--- src/rtl/daq_pkg.sv ---
// Shared constants and state encoding for the raw-hit readout packer.
// Markers sit above any payload value so the framer can tell them apart.
package daq_pkg;

   localparam int OUT_W  = 19;
   localparam int WCNT_W = 11;

   localparam logic [OUT_W-1:0] LY_EMPTY = 19'h01000;
   localparam logic [OUT_W-1:0] TB_EMPTY = 19'h02000;
   localparam logic [OUT_W-1:0] PAD      = 19'h03000;

   typedef enum logic [2:0] {
      ST_IDLE = 3'd0,
      ST_WAIT = 3'd1,
      ST_LOAD = 3'd2,
      ST_EMIT = 3'd3,
      ST_PAD  = 3'd4,
      ST_DONE = 3'd5
   } state_t;

   function automatic int clog2(input int value);
      int r;
      r = 0;
      while ((1 << r) < value) r = r + 1;
      return r;
   endfunction

endpackage

--- src/rtl/daq_raw_packer_if.sv ---
// Output word stream towards the CRC/frame stage.
// A word transfers on a clock edge where out_valid && out_ready; out_data is held while stalled.
interface daq_raw_packer_if;
   import daq_pkg::*;

   logic [OUT_W-1:0] out_data;
   logic             out_valid;
   logic             out_ready;

   modport master (output out_data, output out_valid, input out_ready);
   modport slave  (input out_data, input out_valid, output out_ready);

endinterface

--- src/rtl/layer_slicer.sv ---
// Combinational word picker: returns word wd of layer ly from the captured time bin.
// The layer is zero-extended to a whole number of words before slicing.
module layer_slicer #(
   parameter int NLAYERS   = 6,
   parameter int LY_WIDTH  = 64,
   parameter int WORD_BITS = 12,
   parameter int LY_W      = 3,
   parameter int WD_W      = 3
) (
   input  logic [NLAYERS*LY_WIDTH-1:0] layers,
   input  logic [LY_W-1:0]             ly,
   input  logic [WD_W-1:0]             wd,
   output logic [WORD_BITS-1:0]        word
);

   localparam int NWORDS = (LY_WIDTH + WORD_BITS - 1) / WORD_BITS;

   logic [NWORDS*WORD_BITS-1:0] ext;

   always_comb begin
      ext                 = '0;
      ext[LY_WIDTH-1:0]   = layers[ly*LY_WIDTH +: LY_WIDTH];
      word                = ext[wd*WORD_BITS +: WORD_BITS];
   end

endmodule

--- src/rtl/daq_raw_packer.sv ---
// Raw-hit readout serializer: reads one frame per time bin, slices layers into words,
// applies optional zero suppression and pads the stream to a PAD_MOD word boundary.
module daq_raw_packer
   import daq_pkg::*;
#(
   parameter int NLAYERS   = 6,
   parameter int LY_WIDTH  = 64,
   parameter int WORD_BITS = 12,
   parameter int ADDR_W    = 8,
   parameter int TBIN_W    = 5,
   parameter int PAD_MOD   = 4
) (
   input  logic                        clk,
   input  logic                        hard_rst,
   input  logic                        start,
   input  logic [ADDR_W-1:0]           start_addr,
   input  logic [TBIN_W-1:0]           tbins,
   input  logic                        zero_suppress,
   output logic                        busy,
   output logic [ADDR_W-1:0]           rd_addr,
   input  logic [NLAYERS*LY_WIDTH-1:0] rd_data,
   daq_raw_packer_if.master            out_if,
   output logic                        done,
   output logic [WCNT_W-1:0]           word_count,
   output state_t                      dbg_state
);

   localparam int NWORDS = (LY_WIDTH + WORD_BITS - 1) / WORD_BITS;
   localparam int LY_W   = (NLAYERS > 1) ? clog2(NLAYERS) : 1;
   localparam int WD_W   = (NWORDS > 1) ? clog2(NWORDS) : 1;
   localparam logic [LY_W-1:0]   LY_LAST   = LY_W'(NLAYERS - 1);
   localparam logic [WD_W-1:0]   WD_LAST   = WD_W'(NWORDS - 1);
   localparam logic [WCNT_W-1:0] WCNT_MAX  = '1;
   localparam logic [WCNT_W-1:0] PAD_MASK  = WCNT_W'(PAD_MOD - 1);

   state_t                      state_q, state_d;
   logic [ADDR_W-1:0]           rd_addr_q, rd_addr_d;
   logic [TBIN_W-1:0]           tbins_q, tbins_d;
   logic [TBIN_W-1:0]           tb_cnt_q, tb_cnt_d;
   logic                        zs_q, zs_d;
   logic [WCNT_W-1:0]           wcnt_q, wcnt_d;
   logic [NLAYERS*LY_WIDTH-1:0] layers_q, layers_d;
   logic [NLAYERS-1:0]          ly_zero_q, ly_zero_d;
   logic                        all_zero_q, all_zero_d;
   logic [LY_W-1:0]             ly_q, ly_d;
   logic [WD_W-1:0]             wd_q, wd_d;

   logic                 out_valid, accept, pad_needed, layer_end, tbin_end;
   logic [OUT_W-1:0]     out_data;
   logic [WORD_BITS-1:0] slice_word;

   layer_slicer #(
      .NLAYERS(NLAYERS), .LY_WIDTH(LY_WIDTH), .WORD_BITS(WORD_BITS),
      .LY_W(LY_W), .WD_W(WD_W)
   ) u_slicer (
      .layers(layers_q), .ly(ly_q), .wd(wd_q), .word(slice_word)
   );

   assign accept     = out_valid && out_if.out_ready;
   assign pad_needed = (wcnt_q & PAD_MASK) != '0;

   always_ff @(posedge clk or posedge hard_rst) begin
      if (hard_rst) begin
         state_q    <= ST_IDLE;
         rd_addr_q  <= '0;
         tbins_q    <= '0;
         tb_cnt_q   <= '0;
         zs_q       <= 1'b0;
         wcnt_q     <= '0;
         layers_q   <= '0;
         ly_zero_q  <= '0;
         all_zero_q <= 1'b0;
         ly_q       <= '0;
         wd_q       <= '0;
      end else begin
         state_q    <= state_d;
         rd_addr_q  <= rd_addr_d;
         tbins_q    <= tbins_d;
         tb_cnt_q   <= tb_cnt_d;
         zs_q       <= zs_d;
         wcnt_q     <= wcnt_d;
         layers_q   <= layers_d;
         ly_zero_q  <= ly_zero_d;
         all_zero_q <= all_zero_d;
         ly_q       <= ly_d;
         wd_q       <= wd_d;
      end
   end

   always_comb begin
      state_d    = state_q;
      rd_addr_d  = rd_addr_q;
      tbins_d    = tbins_q;
      tb_cnt_d   = tb_cnt_q;
      zs_d       = zs_q;
      wcnt_d     = wcnt_q;
      layers_d   = layers_q;
      ly_zero_d  = ly_zero_q;
      all_zero_d = all_zero_q;
      ly_d       = ly_q;
      wd_d       = wd_q;
      layer_end  = 1'b0;
      tbin_end   = 1'b0;
      // The word counter saturates so an oversized frame cannot wrap the reported length.
      if (accept && wcnt_q != WCNT_MAX) wcnt_d = wcnt_q + 11'd1;
      case (state_q)
         ST_IDLE: begin
            if (start) begin
               tbins_d   = tbins;
               zs_d      = zero_suppress;
               rd_addr_d = start_addr;
               tb_cnt_d  = '0;
               wcnt_d    = '0;
               state_d   = (tbins == '0) ? ST_PAD : ST_WAIT;
            end
         end
         ST_WAIT: state_d = ST_LOAD;
         ST_LOAD: begin
            layers_d = rd_data;
            for (int i = 0; i < NLAYERS; i++) begin
               ly_zero_d[i] = ~|rd_data[i*LY_WIDTH +: LY_WIDTH];
            end
            all_zero_d = ~|rd_data;
            ly_d       = '0;
            wd_d       = '0;
            rd_addr_d  = rd_addr_q + 1'b1;
            state_d    = ST_EMIT;
         end
         ST_EMIT: begin
            if (accept) begin
               if (zs_q && all_zero_q)             tbin_end  = 1'b1;
               else if (zs_q && ly_zero_q[ly_q])   layer_end = 1'b1;
               else if (wd_q == WD_LAST)           layer_end = 1'b1;
               else                                wd_d      = wd_q + 1'b1;
               if (layer_end) begin
                  wd_d = '0;
                  if (ly_q == LY_LAST) tbin_end = 1'b1;
                  else                 ly_d     = ly_q + 1'b1;
               end
               if (tbin_end) begin
                  tb_cnt_d = tb_cnt_q + 1'b1;
                  state_d  = (tb_cnt_d == tbins_q) ? ST_PAD : ST_WAIT;
               end
            end
         end
         ST_PAD:  if (!pad_needed) state_d = ST_DONE;
         ST_DONE: state_d = ST_IDLE;
         default: state_d = ST_IDLE;
      endcase
   end

   always_comb begin
      out_valid = 1'b0;
      out_data  = '0;
      case (state_q)
         ST_EMIT: begin
            out_valid = 1'b1;
            if (zs_q && all_zero_q)           out_data = TB_EMPTY;
            else if (zs_q && ly_zero_q[ly_q]) out_data = LY_EMPTY;
            else                              out_data = {{(OUT_W-WORD_BITS){1'b0}}, slice_word};
         end
         ST_PAD: begin
            if (pad_needed) begin
               out_valid = 1'b1;
               out_data  = PAD;
            end
         end
         default: ;
      endcase
   end

   assign out_if.out_valid = out_valid;
   assign out_if.out_data  = out_data;
   assign busy       = (state_q == ST_WAIT) || (state_q == ST_LOAD) ||
                       (state_q == ST_EMIT) || (state_q == ST_PAD);
   assign done       = (state_q == ST_DONE);
   assign rd_addr    = rd_addr_q;
   assign word_count = wcnt_q;
   assign dbg_state  = state_q;

endmodule

--- src/flat_wrapper.sv ---
// flat-port wrapper written by rule: the top's interface ports become plain ports
module daq_raw_packer_flat import daq_pkg::*;
#(
   parameter int NLAYERS   = 6,
   parameter int LY_WIDTH  = 64,
   parameter int WORD_BITS = 12,
   parameter int ADDR_W    = 8,
   parameter int TBIN_W    = 5,
   parameter int PAD_MOD   = 4
)
  (clk, hard_rst, start, start_addr, tbins, zero_suppress, busy, rd_addr, rd_data, done, word_count, dbg_state, out_if_out_data, out_if_out_valid, out_if_out_ready);
  daq_raw_packer_if out_if_i ();
  input  logic clk;
  input  logic hard_rst;
  input  logic start;
  input  logic [ADDR_W-1:0] start_addr;
  input  logic [TBIN_W-1:0] tbins;
  input  logic zero_suppress;
  output logic busy;
  output logic [ADDR_W-1:0] rd_addr;
  input  logic [NLAYERS*LY_WIDTH-1:0] rd_data;
  output logic done;
  output logic [WCNT_W-1:0] word_count;
  output state_t dbg_state;
  output wire logic [$bits(out_if_i.out_data)-1:0] out_if_out_data;
  output wire logic [$bits(out_if_i.out_valid)-1:0] out_if_out_valid;
  input wire logic [$bits(out_if_i.out_ready)-1:0] out_if_out_ready;
  assign out_if_out_data = out_if_i.out_data;
  assign out_if_out_valid = out_if_i.out_valid;
  assign out_if_i.out_ready = out_if_out_ready;
  daq_raw_packer #(.NLAYERS(NLAYERS), .LY_WIDTH(LY_WIDTH), .WORD_BITS(WORD_BITS), .ADDR_W(ADDR_W), .TBIN_W(TBIN_W), .PAD_MOD(PAD_MOD)) u_core (.clk(clk), .hard_rst(hard_rst), .start(start), .start_addr(start_addr), .tbins(tbins), .zero_suppress(zero_suppress), .busy(busy), .rd_addr(rd_addr), .rd_data(rd_data), .out_if(out_if_i), .done(done), .word_count(word_count), .dbg_state(dbg_state));
endmodule
--- config.mk ---
export PLATFORM = sky130hd
export DESIGN_NAME = daq_raw_packer_flat
export DESIGN_NICKNAME = d
export VERILOG_FILES = /design/src/rtl/daq_pkg.sv /design/src/rtl/daq_raw_packer_if.sv /design/src/rtl/layer_slicer.sv /design/src/rtl/daq_raw_packer.sv /design/src/flat_wrapper.sv
export SDC_FILE = /design/constraint.sdc
export NUM_CORES = 1
export LEC_CHECK = 0
export ABC_AREA = 1
export BUFFER_PORTS_ARGS = -buffer_cell sky130_fd_sc_hd__buf_2
export CAP_MARGIN = 20
export CORE_UTILIZATION = 45
export CTS_BUF_LIST = sky130_fd_sc_hd__clkbuf_2 sky130_fd_sc_hd__clkbuf_4 sky130_fd_sc_hd__clkbuf_8
export DETAILED_ROUTE_END_ITERATION = 10
export PLACE_DENSITY = 0.67
export SYNTH_ARGS = -nofsm -noshare
export SYNTH_HDL_FRONTEND = slang
export SYNTH_SLANG_ARGS = --single-unit
--- constraint.sdc ---
create_clock -name clk -period 14.3 [get_ports clk]
set_clock_uncertainty 0.05 [all_clocks]
set_input_delay 0.715 -clock clk [delete_from_list [all_inputs] [get_ports clk]]
set_output_delay 0.715 -clock clk [all_outputs]
set_load 0.02 [all_outputs]
# Word-level counts from Yosys, hierarchy flattened
# Cells that the tools add are included.
# totals
ff_bits	430
in_bits	402
word_cells	115
# op_classes
n_addsub	5
multipliers	1
magnitude_cmp	1
n_eq_ne	18
shifts	2
muxes	44
reduce_logical	33
# op_table
op	n
384-bit OR reduction	1
64-bit OR reduction	6
384-bit by 10-bit variable part select with 64-bit output	1
72-bit by 8-bit variable part select with 12-bit output	1
3-bit two-way mux	14
19-bit case mux with 2 select lines	1
11-bit two-way mux	3
19-bit two-way mux	1
8-bit case mux with 2 select lines	1
5-bit two-way mux	3
3-bit case mux with 5 select lines	1
14-bit two-way mux	1
13-bit two-way mux	1
3-bit == test, second input constant	4
1-bit two-way mux	12
3-bit case mux with 2 select lines	2
4-bit AND reduction	3
11-bit by 1-bit adder with 11-bit output, second input constant	1
11-bit != test, second input constant	1
11-bit nonzero test	1
5-bit case mux with 2 select lines	1
3-bit != test, second input constant	3
8-bit by 1-bit adder with 8-bit output, second input constant	1
8-bit two-way mux	1
other kinds (19)	39

# Longest topological paths before layout
# logic_depth
depth_word	13
ltp_mapped	14
mapped_depth_nobuf	13

# Modules after synthesis
# A second synthesis with hierarchy kept.
# unflattened
cells_unflattened	3147
hier_area_um2	22622.9
# modules_own_cells
module	instances	cells_each	area_per_inst_um2	seq_area_each_um2
daq_raw_packer	1	2219	18392.6	10760.3
layer_slicer	1	928	4230.3	0.0

# Worst setup path before layout
# Ideal clock, no wire load.
# synth_timing
kind	register -> output
startpoint	register u_core.state_q[2] (netlist: u_core.dbg_state[2])
endpoint	output port out_if_out_data[10]
arrival_ns	1.729
required_time_ns	13.535
setup_slack_ns	11.806
path_stages_with_launch	9
path_cell_list	dfrtp_1 > inv_1 > nand2_1 > nor2_1 > inv_2 > nor2_1 > nand2_1 > clkbuf_1 > a21oi_1
# synth_between
elab_chain_cells	2
elab_cells_between_ends	3
classes_between	eq/ne: 2; mux: 1
# synth_lines
item	line_no	text
start, declared	daq_raw_packer.sv:36	state_t state_q, state_d;
start signal, assigned	daq_raw_packer.sv:76	state_q <= state_d;
3-bit == test / 3-bit by 2-bit == test with 1-bit output (equally long branches)	daq_raw_packer.sv:155	case (state_q)
19-bit case mux with 2 select lines (*)	daq_raw_packer.sv:155	
end, declared	flat_wrapper.sv:25	output wire logic [$bits(out_if_i.out_data)-1:0] out_if_out_data;
# Mark *: on every way between the ends. The rest lies on a longest branch, timed or not.

# Final worst setup path
# layout_timing
startpoint	register u_core.wd_q[0]
endpoint	output port out_if_out_data[9]
# layout_between
elab_chain_cells	5
# layout_lines
item	line_no	text
start, declared	daq_raw_packer.sv:46	logic [WD_W-1:0] wd_q, wd_d;
start signal, assigned	daq_raw_packer.sv:86	wd_q <= wd_d;
3-bit by 2-bit multiplier with 5-bit output	layer_slicer.sv:23	word = ext[wd*WORD_BITS +: WORD_BITS];
72-bit by 8-bit variable part select with 12-bit output	layer_slicer.sv:23	
13-bit two-way mux	daq_raw_packer.sv:159	else if (zs_q && ly_zero_q[ly_q]) out_data = LY_EMPTY;
19-bit two-way mux	daq_raw_packer.sv:158	if (zs_q && all_zero_q) out_data = TB_EMPTY;
19-bit case mux with 2 select lines	daq_raw_packer.sv:155	
# Every way passes these cells.

==> results.txt <==
WL met1: 33600 microns
Setup TNS: 0 ns
Width of the die: 222 microns
Switch share: 42.9%
Simple-gate share of the synthesized area: 26.9%
Core Area: 47700 sq um
Final net count: 3685
Synth cell types: 36
CTS sink cnt: 430
Placer Congestion: 0.965
Cts repair resizes: 0
CP bufs+invs: 4
Fill cells: 4679
Comb power frac: 39.9%
GRT Util Overall: 32.3%
Unrepaired setup endpoints after global routing: false
Actual slew at the worst max-slew pin: 1.11 ns
Synth Area in Compound Gates: 14.3%
R2R Setup Slk: 10.83 ns
Site row count: 80
Post-detail-place hpwl: 58300 microns
Post-DRT Antenna Nets: 0
First-pass iteration count of the detailed router: 6
CP max FO: 51
Final period util: 34.5%
Hold buffers post-CTS: 0
Max Clk Rate: 203 MHz
Top cell family by delay on the critical path: buffers and inverters
Req. time, crit path: 13.53 ns
Critical path class: reg2out
Min setup slack post-route: 9.37 ns
Hold Crit Class: in2reg
Rel. slew slack: 26.0%
Area growth, synth to finish: 18.6%
Outcome: completed
CP startpoint kind: register
Mapped cell area: 21800 sq um
Die height: 222 microns
Main combinational cell family by area after synthesis: simple AND/OR/NAND/NOR gates
Sequential share of the synthesized area: 49.4%
Share of layout cells above drive strength 1: 18.6%
Final min period: 4.93 ns
Final Hold Viols: 0
WL met2: 35000 microns
Number of port buffers: 440
WL met3: 8350 microns
Total gr overflow: 0
Io pins: 446
Max Root-Sink Buffers: 3
Routed WL: 79800 microns
Most common cell on crit path: nand2_1
Worst-path cell chain: buf_4, inv_2, buf_12, nand3_1, nand2_1, nand2_1, nand2_1, o21ai_0, nand3_1, a21oi_1, buf_2
Total of max-cap violations: 0
Initial Util: 45.6%
CTS tree: yes
CTS Buf Count: 76
Mux contribution to synthesized area: 0%
Part of the power in registers: 38.4%
Drt drc: 0
CP Capture Type: primary output
Initial antenna violation count: 8
Clock root cell: clkbuf_8
Psw: 2.34 mW
Clock power frac: 21.7%
Critical path's slowest cell: buf_4
Number of synthesis warnings: 0
Post-CTS Setup Bufs: 0
VDD IR-drop max: 0.213 mV
Vias per cell: 5.46
WL/cell: 20.2 microns
Mapped Avg Cell Area: 7.49 sq um
Max Slew Vio Count: 0
Worst-skew pair later-pin latency: 0.66 ns
Cell Pwr Density: 211 nW/um^2
Vias in the first global route: 20900
Worst slack at placement: 10.25 ns
Worst EP arrival: 4.17 ns
Final setup fails: 0
Adder-cell share of the synthesized area: 0.460%
Die area: 49300 sq um
CP peak stage delay: 0.56 ns
Top Layer Used: met5
Synth Instances: 2907
DR iter-0 viols: 2436
First-pass GRT wire length: 121000 microns
Flops & latches, synth: 430
Vias: 21600
Leak: 13.2 nW
Internal Power: 3.12 mW
XOR/XNOR Fraction of Synth Area: 0.281%
Clk slew on worst S/H paths: 0.06 ns
H-tree depth: 3
Largest net degree at the start of global routing: 135
layer usage:
layer	GRT usage, %	vias up
li1	-	10100
met1	43.5	10200
met2	48.0	1037
met3	10.1	146
met4	13.4	4
met5	0	-
worst min-delay path, cell delays in order:
cell     delay, ns
buf_2         0.07
nand2_1       0.04
nand2_1       0.05
cells in the mapped netlist:
cell type  number  area [sq um]
clkbuf_1       80           300
nor2_2          2          12.5
nor3b_1         1          7.51
nor3b_2         1          12.5
o22ai_1         1          6.26
nand4_1        44           275
o21bai_1        2          15.0
o21ai_0       347          1740
inv_2          12          45.0
nand2_2         2          12.5
o21ai_1        43           215
dfrtp_1       430         10800
nand3_1       168           841
xnor2_1         2          17.5
inv_1         277          1040
buf_1          12          45.0
nor2_1        129           484
nand3_2         1          10.0
nor2_4          3          33.8
buf_4           9          67.6
conb_1          1          3.75
buf_6           1          11.3
nand2_1       983          3690
and3_1          1          6.26
o31ai_1         1          7.51
a211oi_1        2          15.0
nand3_4         1          17.5
o221ai_1        1          8.76
nor3_1         24           120
nor4_1         36           225
ha_1            8           100
nand3b_1       15           113
o211ai_1       69           518
xor2_1          5          43.8
a21oi_1       117           586
buf_2          76           380
cells in the final DEF, fill, tap and decap left out, drive strengths merged, types with 5 or more instances in the layout:
cell type / n
nand4: 44
conb: 5
clkinv: 5
nand2: 985
nand3b: 15
o211ai: 69
nor3: 24
nor4: 36
dfrtp: 430
clkbuf: 117
buf: 464
a21oi: 117
nor2: 134
inv: 288
o21ai: 390
ha: 8
xor2: 5
diode: 5
clkinvlp: 6
nand3: 170
path summary, 6_finish.rpt:
kind / startpoint / endpoint / cells past startpoint
worst max-delay path: u_core.wd_q[0] / out_if_out_data[9] / 11
worst min-delay path: zero_suppress / u_core.zs_q / 3
worst max register to register: u_core.dbg_state[2] / u_core.layers_q[194] / 9
worst min register to register: u_core.layers_q[373] / u_core.layers_q[373] / 2
max in group asynchronous: hard_rst / u_core.ly_q[0] / 3
min in group asynchronous: hard_rst / u_core.layers_q[233] / 2
final cells by class:
class                      count  area, sq um  area share, %
tap                          615          769           2.98
antenna                        5         12.5         0.0484
inverter                     289         1100           4.26
timing repair buffer         464         2490           9.63
sequential                   430        10800           41.7
clock inverter                11         95.1          0.368
multi-input combinational   2014         9150           35.4
clock buffer                 117         1450           5.63
kinds of logic after synthesis:
| group | after synthesis |
|---|---|
| XOR/XNOR | 7 |
| AND/OR/NAND/NOR | 1411 |
| other | 1 |
| adder cells (fa/ha/maj) | 8 |
| buffers and inverters | 467 |
| flip-flops | 430 |
| AO/OA/AOI/OAI | 583 |
registers in the layout, summed over array words and instances, names as in the netlist:
name,cells
u_core.wd_q,3
u_core.zs_q,1
u_core.layers_q,384
u_core.all_zero_q,1
u_core.tb_cnt_q,5
u_core.tbins_q,5
u_core.ly_zero_q,6
u_core.ly_q,3
u_core.dbg_state,3
u_core.rd_addr,8
u_core.word_count,11
power groups by stage:
stage / Clock, mW / Sequential, mW / Combinational [mW]
final: 1.19 / 2.10 / 2.18
after global routing: 1.26 / 2.15 / 2.45
after CTS: 1.20 / 2.09 / 2.15
after detailed placement: 0 / 2.10 / 2.14
after global placement: 0 / 2.09 / 2.08
after floorplan: 0 / 2.03 / 1.49
stage by stage:
step	instance area (sq um)	util [%]	total power, mW	hold WS (ns)	std cells
floorplan	21800	-	3.52	0.387	2911
global placement	24100	50.5	4.17	0.398	3806
detailed placement	24200	50.6	4.24	0.404	3808
CTS	25700	53.8	5.44	0.184	3936
global route	25800	54.1	5.86	0.218	3944
finish	25800	54.1	5.46	0.220	3945
Note: power is estimated with default switching activity, not from simulation.
